[src/rtl/fifo_sync_8x32.sv]
// Single-clock FIFO with chip-select gating, registered read data and
// combinational empty/full flags derived from wrap-bit pointers.
module fifo_sync_8x32 #(
    parameter int DATA_W = 32,
    parameter int DEPTH  = 8,
    parameter int ADDR_W = 3
) (
    input  logic              clk,
    input  logic              rst,
    input  logic              cs,
    input  logic              wr_en,
    input  logic              rd_en,
    input  logic [DATA_W-1:0] data_in,
    output logic [DATA_W-1:0] data_out,
    output logic              empty,
    output logic              full
);

    logic [DATA_W-1:0] mem [DEPTH];
    logic [ADDR_W:0]   wr_ptr, rd_ptr;
    logic              wr_acc, rd_acc;

    assign empty  = (wr_ptr == rd_ptr);
    assign full   = (wr_ptr[ADDR_W] != rd_ptr[ADDR_W]) &&
                    (wr_ptr[ADDR_W-1:0] == rd_ptr[ADDR_W-1:0]);
    assign wr_acc = cs & wr_en & ~full;
    assign rd_acc = cs & rd_en & ~empty;

    // Storage is never cleared; a write coinciding with reset is dropped.
    always_ff @(posedge clk) begin
        if (rst && wr_acc)
            mem[wr_ptr[ADDR_W-1:0]] <= data_in;
    end

    always_ff @(posedge clk) begin
        if (!rst) begin
            wr_ptr   <= '0;
            rd_ptr   <= '0;
            data_out <= '0;
        end else begin
            if (wr_acc)
                wr_ptr <= wr_ptr + 1'b1;
            if (rd_acc) begin
                data_out <= mem[rd_ptr[ADDR_W-1:0]];
                rd_ptr   <= rd_ptr + 1'b1;
            end
        end
    end

endmodule

[config.mk]
export PLATFORM = sky130hd
export DESIGN_NAME = fifo_sync_8x32
export DESIGN_NICKNAME = d
export VERILOG_FILES = /design/src/rtl/fifo_sync_8x32.sv
export SDC_FILE = /design/constraint.sdc
export NUM_CORES = 1
export LEC_CHECK = 0
export ABC_AREA = 1
export CAP_MARGIN = 25
export CELL_PAD_IN_SITES_DETAIL_PLACEMENT = 1
export CELL_PAD_IN_SITES_GLOBAL_PLACEMENT = 1
export CORE_MARGIN = 2
export CORE_UTILIZATION = 51
export CTS_CLUSTER_DIAMETER = 120
export CTS_CLUSTER_SIZE = 20
export DETAILED_ROUTE_END_ITERATION = 16
export PLACE_DENSITY_LB_ADDON = 0.1
export SLEW_MARGIN = 0
export SYNTH_ARGS = -nofsm -noshare
export SYNTH_HDL_FRONTEND = slang
export SYNTH_SLANG_ARGS = --single-unit
[constraint.sdc]
create_clock -name clk -period 4.75 [get_ports clk]
set_input_delay 0.95 -clock clk [delete_from_list [all_inputs] [get_ports clk]]
set_output_delay 0.95 -clock clk [all_outputs]
set_load 0.05 [all_outputs]
# Word-level counts from Yosys, hierarchy flattened
# Memory sizes are Yosys's and may differ from the RTL's. A register that Yosys moved wholly into a read port is not among the register bits.
# Cells that the tools add are included.
dict set report totals {
  ff_bits 8
  mem_bits_rw 256
  elab_cells 19
  n_memories 1
}
# name depth width read_ports rd_clocked_by_memory_dff wr line
set memory_table {}
lappend memory_table {mem 8 32 1 1 1 19} ;# logic [DATA_W-1:0] mem [DEPTH];
dict set report op_classes {
  addsub 2
  eq_ne 3
  n_mux 2
  bitwise_logic 6
  n_reduce_logical 3
}
# op n
set ops {}
lappend ops {{adder 4 x 1 -> 4 bit, second input constant} 2}
lappend ops {{AND 1 bit} 4}
lappend ops {{== test 4 bit} 1}
lappend ops {{== test 3 bit} 1}
lappend ops {{logical AND 1 bit} 2}
lappend ops {{two-way mux 1 bit} 2}
lappend ops {{inverter 1 bit} 2}
lappend ops {{logical NOT 1 bit} 1}
lappend ops {{inequality test 1 bit} 1}

# Logic depth before layout (Yosys ltp)
dict set report depth {
  ltp_word 7
  mapped_depth 10
  depth_no_buf 9
}

# Worst setup path after synthesis
# OpenSTA, ideal clock, no wires.
dict set report synth_timing {
  path_kind {input to register}
  from {input rst}
  to {memory mem[0][0], enable pin}
  arrival_ns 2.708
  setup_slack_ns 1.621
  cell_stages 3
  n_path_buf 1
  path_cell_list {buf_1 nand4_1 nor2_1}
}
dict set report synth_between {
  elab_chain_len 3
}
# element line
set synth_rtl {}
lappend synth_rtl {{from (decl)} 9} ;# input logic rst,
lappend synth_rtl {{logical AND 1 bit} 31} ;# if (rst && wr_acc)
lappend synth_rtl {{two-way mux 1 bit} 31}
lappend synth_rtl {{two-way mux 1 bit (not written as such)} 32} ;# mem[wr_ptr[ADDR_W-1:0]] <= data_in;
lappend synth_rtl {{to (decl)} 19}
# Every way passes these cells.

# Worst setup path after layout
dict set report layout_timing {
  from {register rd_ptr[2]}
  to {output full}
}
dict set report layout_between {
  elab_chain_len 2
}
# element line
set layout_rtl {}
lappend layout_rtl {{from (decl)} 20} ;# logic [ADDR_W:0] wr_ptr, rd_ptr;
lappend layout_rtl {{from (signal assigned)} 45} ;# rd_ptr <= rd_ptr + 1'b1;
lappend layout_rtl {{== test 3 bit} 25} ;# (wr_ptr[ADDR_W-1:0] == rd_ptr[ADDR_W-1:0]);
lappend layout_rtl {{logical AND 1 bit} 24} ;# assign full = (wr_ptr[ADDR_W] != rd_ptr[ADDR_W]) &&
lappend layout_rtl {{to (decl)} 16} ;# output logic full
# Every way passes these cells.

==> tab_implementation.tex <==
\begin{tabular}{lr}
\hline
Metric & Value \\
\hline
\multicolumn{2}{l}{\textbf{Yosys}} \\
\quad Yosys warnings & 0 \\
\quad Number of cells produced by synthesis & between 1000 and 1500 \\
\quad Sequential share of the synthesized area & 0.713 \\
\quad Total nets after synthesis & around 1100 \\
\quad Share of the synthesized area in the top cell type & 0.646 \\
\quad Top cells by area in the synthesized netlist & edfxtp\_1 65\%, nand2\_1 12\%, nand3\_1 8.3\% \\
\quad Count of flip-flops with a built-in enable after synthesis & 256 \\
\quad Fraction of synthesis flops using an asynchronous set or reset pin & 0 \\
\quad Summed instance area of the synthesized netlist & 11900 sq um \\
\quad Top FF cell, synth & edfxtp\_1 \\
\quad Post-Syn Area per Cell & around 11 sq um \\
\quad Cell taking the most area after synthesis & edfxtp\_1 \\
\quad Count of unique library cells instantiated by Yosys & 20 \\
\quad Synth Register Bits & between 200 and 300 \\
\multicolumn{2}{l}{\textbf{Floorplan}} \\
\quad I/O pin cnt & $\sim$70 \\
\quad Placeable core region & about 23000 sq um \\
\quad DIE AREA & between 20000 and 25000 sq um \\
\quad Die height & 157 um \\
\quad Number of rows in the core area & 55 \\
\quad Initial core utilization & 0.523 \\
\quad Die Span X & 157 um \\
\multicolumn{2}{l}{\textbf{Worst setup path}} \\
\quad Cell Chain, Critical Path & inv\_2 -> nand2\_1 -> nand2\_1 -> nand4\_1 -> inv\_1 -> clkdlybuf4s50\_1 \\
\quad CP Data Required Time & between 3000 and 4000 ps \\
\quad Max incr delay on CP & 800 ps \\
\quad Highest-delay cell along the critical path & clkdlybuf4s50\_1 \\
\quad Sort of element at the end of the critical path & output pin \\
\quad Dominant cell type by count on the critical path & nand2\_1 \\
\quad WS Path Type & register to output pin \\
\quad Worst endpoint data arrival time & approximately 2900 ps \\
\quad Setup crit start kind & register \\
\quad CP max FO & 34 \\
\multicolumn{2}{l}{\textbf{Final layout}} \\
\quad Area overhead of the layout relative to synthesis & 12.8\% \\
\quad Area of combinational cells with multiple inputs & 2980 sq um \\
\quad Ant. Diodes & 0 \\
\quad Proportion of layout cells with a drive suffix above 1 & 0.0689 \\
\quad Filler Cells Inserted & between 2000 and 2500 \\
\quad Area of all sequential standard cells & around 8500 sq um \\
\quad Number of nets at the end of the flow & 1174 \\
\multicolumn{2}{l}{\textbf{Clock tree}} \\
\quad Clock root cell & clkbuf\_16 \\
\quad Count of buffers added by post-CTS timing repair for setup & 0 \\
\quad Number of buffers inserted during clock tree synthesis & 18 \\
\quad Number of buffers on the longest clock path & 3 \\
\quad Number of levels the H-tree was split into & 1 \\
\quad Clock Latency Late Sink & about 510 ps \\
\quad Number of hold-repair buffers added at the cts stage & 0 \\
\quad Number of resized instances in the post-cts repair step & 0 \\
\quad Clock-pin slew reported for the worst setup and hold paths after clock tree synthesis & about 90 ps \\
\quad Clock Sinks & about 300 \\
\quad TritonCTS clock tree & yes \\
\multicolumn{2}{l}{\textbf{Placed design}} \\
\quad Placer's final routability congestion estimate & 0.733 \\
\quad Count of port buffers added during placement & 70 \\
\quad DP HPWL & 17200 um \\
\multicolumn{2}{l}{\textbf{Pwr}} \\
\quad Maximum resistive drop on vdd & 246 uV \\
\quad Leakage dissipation & 5.00 nW \\
\quad Power Density & about 380 nW/um\^{}2 \\
\multicolumn{2}{l}{\textbf{Drt}} \\
\quad Number of iterations in the first detailed-routing pass & 4 \\
\quad Average wire per standard cell & 20.1 um \\
\quad Remaining antenna violation count & 0 \\
\quad DRC & 0 \\
\quad Total via count after detailed routing & 7924 \\
\quad Detail-routed via count per cell & about 5.4 \\
\quad Aggregate routed wire length & 29300 um \\
\quad DR iter-0 viols & 657 \\
\multicolumn{2}{l}{\textbf{GRT}} \\
\quad Antenna violations before repair & 0 \\
\quad Number of global-route vias before repair & 8438 \\
\quad First-pass GRT wire length & 46300 um \\
\quad Total congestion overflow after global routing & 0 \\
\quad GRT Overall Usage & 0.248 \\
\quad Largest net degree at the start of global routing & 73 \\
\multicolumn{2}{l}{\textbf{Status}} \\
\quad Outcome & completed \\
\multicolumn{2}{l}{\textbf{STA}} \\
\quad Slew @ Worst Pin & around 930 ps \\
\quad Setup violators final & 0 \\
\quad Final-layout worst hold slack & 517 ps \\
\quad Post-route minimum period & 3810 ps \\
\quad RSZ-0062 raised after global routing & no \\
\quad Hold violation total from the final report & 0 \\
\quad Share of the cycle needed by the critical path after routing & 0.803 \\
\quad Final total negative setup slack & 0 ps \\
\quad Max-slew violations & 0 \\
\quad Worst relative slew slack & 0.379 \\
\quad Worst setup skew after layout & 18.1 ps \\
\quad Maximum achievable frequency & 262 MHz \\
\multicolumn{2}{l}{\textbf{Worst hold path}} \\
\quad Hold Path Class & register to register \\
\multicolumn{2}{l}{\textbf{Job}} \\
\quad Number of max-cap violations & 0 \\
\hline
\end{tabular}
## state kept, by name, indices dropped and copies added, names as in the netlist
register	count
wr_ptr	4
mem	256
rd_ptr	4
data_out	32
## metrics by stage
step,std cells,util,setup slack (ps),power (mW),instance area [sq um]
2_1_floorplan,1087,-,1620,3.31,11900
3_3_place_gp,1428,0.566,1340,3.49,12900
3_5_place_dp,1428,0.566,1260,3.51,12900
4_1_cts,1460,0.590,919,5.11,13400
5_1_grt,1460,0.590,793,5.25,13400
6_report,1460,0.590,936,5.08,13400
## report_power, final
| part | switching [mW] | internal (mW) | total, mW |
|---|---|---|---|
| combinational | 0.397 | 0.168 | 0.565 |
| sequential | 0.0275 | 2.86 | 2.89 |
| clock | 0.819 | 0.807 | 1.63 |
## worst max-delay path: cells and delay by family (launching register included)
family                 cells  cell delay [ps]
buffers and inverters      3             1510
AND/OR/NAND/NOR            3              500
flip-flops                 1              330
## final timing paths
check | slack [ps] | to | cells after the start | start
hold / removal | 520 | data_out[3] | 4 | data_out[3]
setup / recovery | 940 | full | 6 | rd_ptr[2]
hold reg to reg | 520 | data_out[3] | 4 | data_out[3]
setup reg to reg | 1630 | mem[3][17] | 7 | rd_ptr[1]
## metal layers
layer  part of all wire  vias up  GRT usage
li1                   -     3737          -
met1               0.43     3940      0.329
met2               0.50      203      0.437
met3              0.043       44     0.0291
met4              0.021        0     0.0629
met5                  0        -          0
## synth_stat cells (4+ instances only)
cell	instances
dfxtp_1	40
buf_1	16
nor2_2	20
nor2_1	66
edfxtp_1	256
buf_2	32
inv_1	43
inv_2	4
clkbuf_1	10
nand2_1	386
nand3_1	197
## cells by family (layout without fill, tap and decap cells)
logic type,count (synthesis),in the layout,share of synthesized area
AO/OA/AOI/OAI,4,4,0.00200
flip-flops,296,296,0.713
AND/OR/NAND/NOR,677,677,0.241
buffers and inverters,108,168,0.0415
adder cells (fa/ha/maj),2,2,0.00210
## placed cells by master (no fill, tap or decap)
| cell type | count |
|---|---|
| nand3_1 | 197 |
| dfxtp_2 | 1 |
| a21oi_1 | 3 |
| clkbuf_16 | 19 |
| a21oi_2 | 1 |
| nor2_2 | 20 |
| dfxtp_1 | 38 |
| clkbuf_1 | 12 |
| nor2_1 | 58 |
| inv_2 | 3 |
| dfxtp_4 | 1 |
| edfxtp_1 | 256 |
| clkdlybuf4s50_1 | 69 |
| nand2_2 | 1 |
| ha_1 | 2 |
| inv_1 | 43 |
| buf_4 | 19 |
| nand2_4 | 2 |
| bufinv_16 | 1 |
| nor2_4 | 9 |
| clkinv_2 | 1 |
| nand4_1 | 3 |
| nor3_1 | 1 |
| buf_2 | 1 |
| nand2_1 | 386 |
## layout make-up
| cell class | count | share of cell area |
|---|---|---|
| Clock inverter | 1 | 0.00224 |
| Multi-Input combinational cell | 683 | 0.222 |
| Tap cell | 313 | 0.0292 |
| Clock buffer | 31 | 0.0388 |
| Timing Repair Buffer | 89 | 0.0624 |
| Inverter | 47 | 0.0132 |
| Sequential cell | 296 | 0.632 |
No activity file was read; power rests on OpenSTA's default activity.
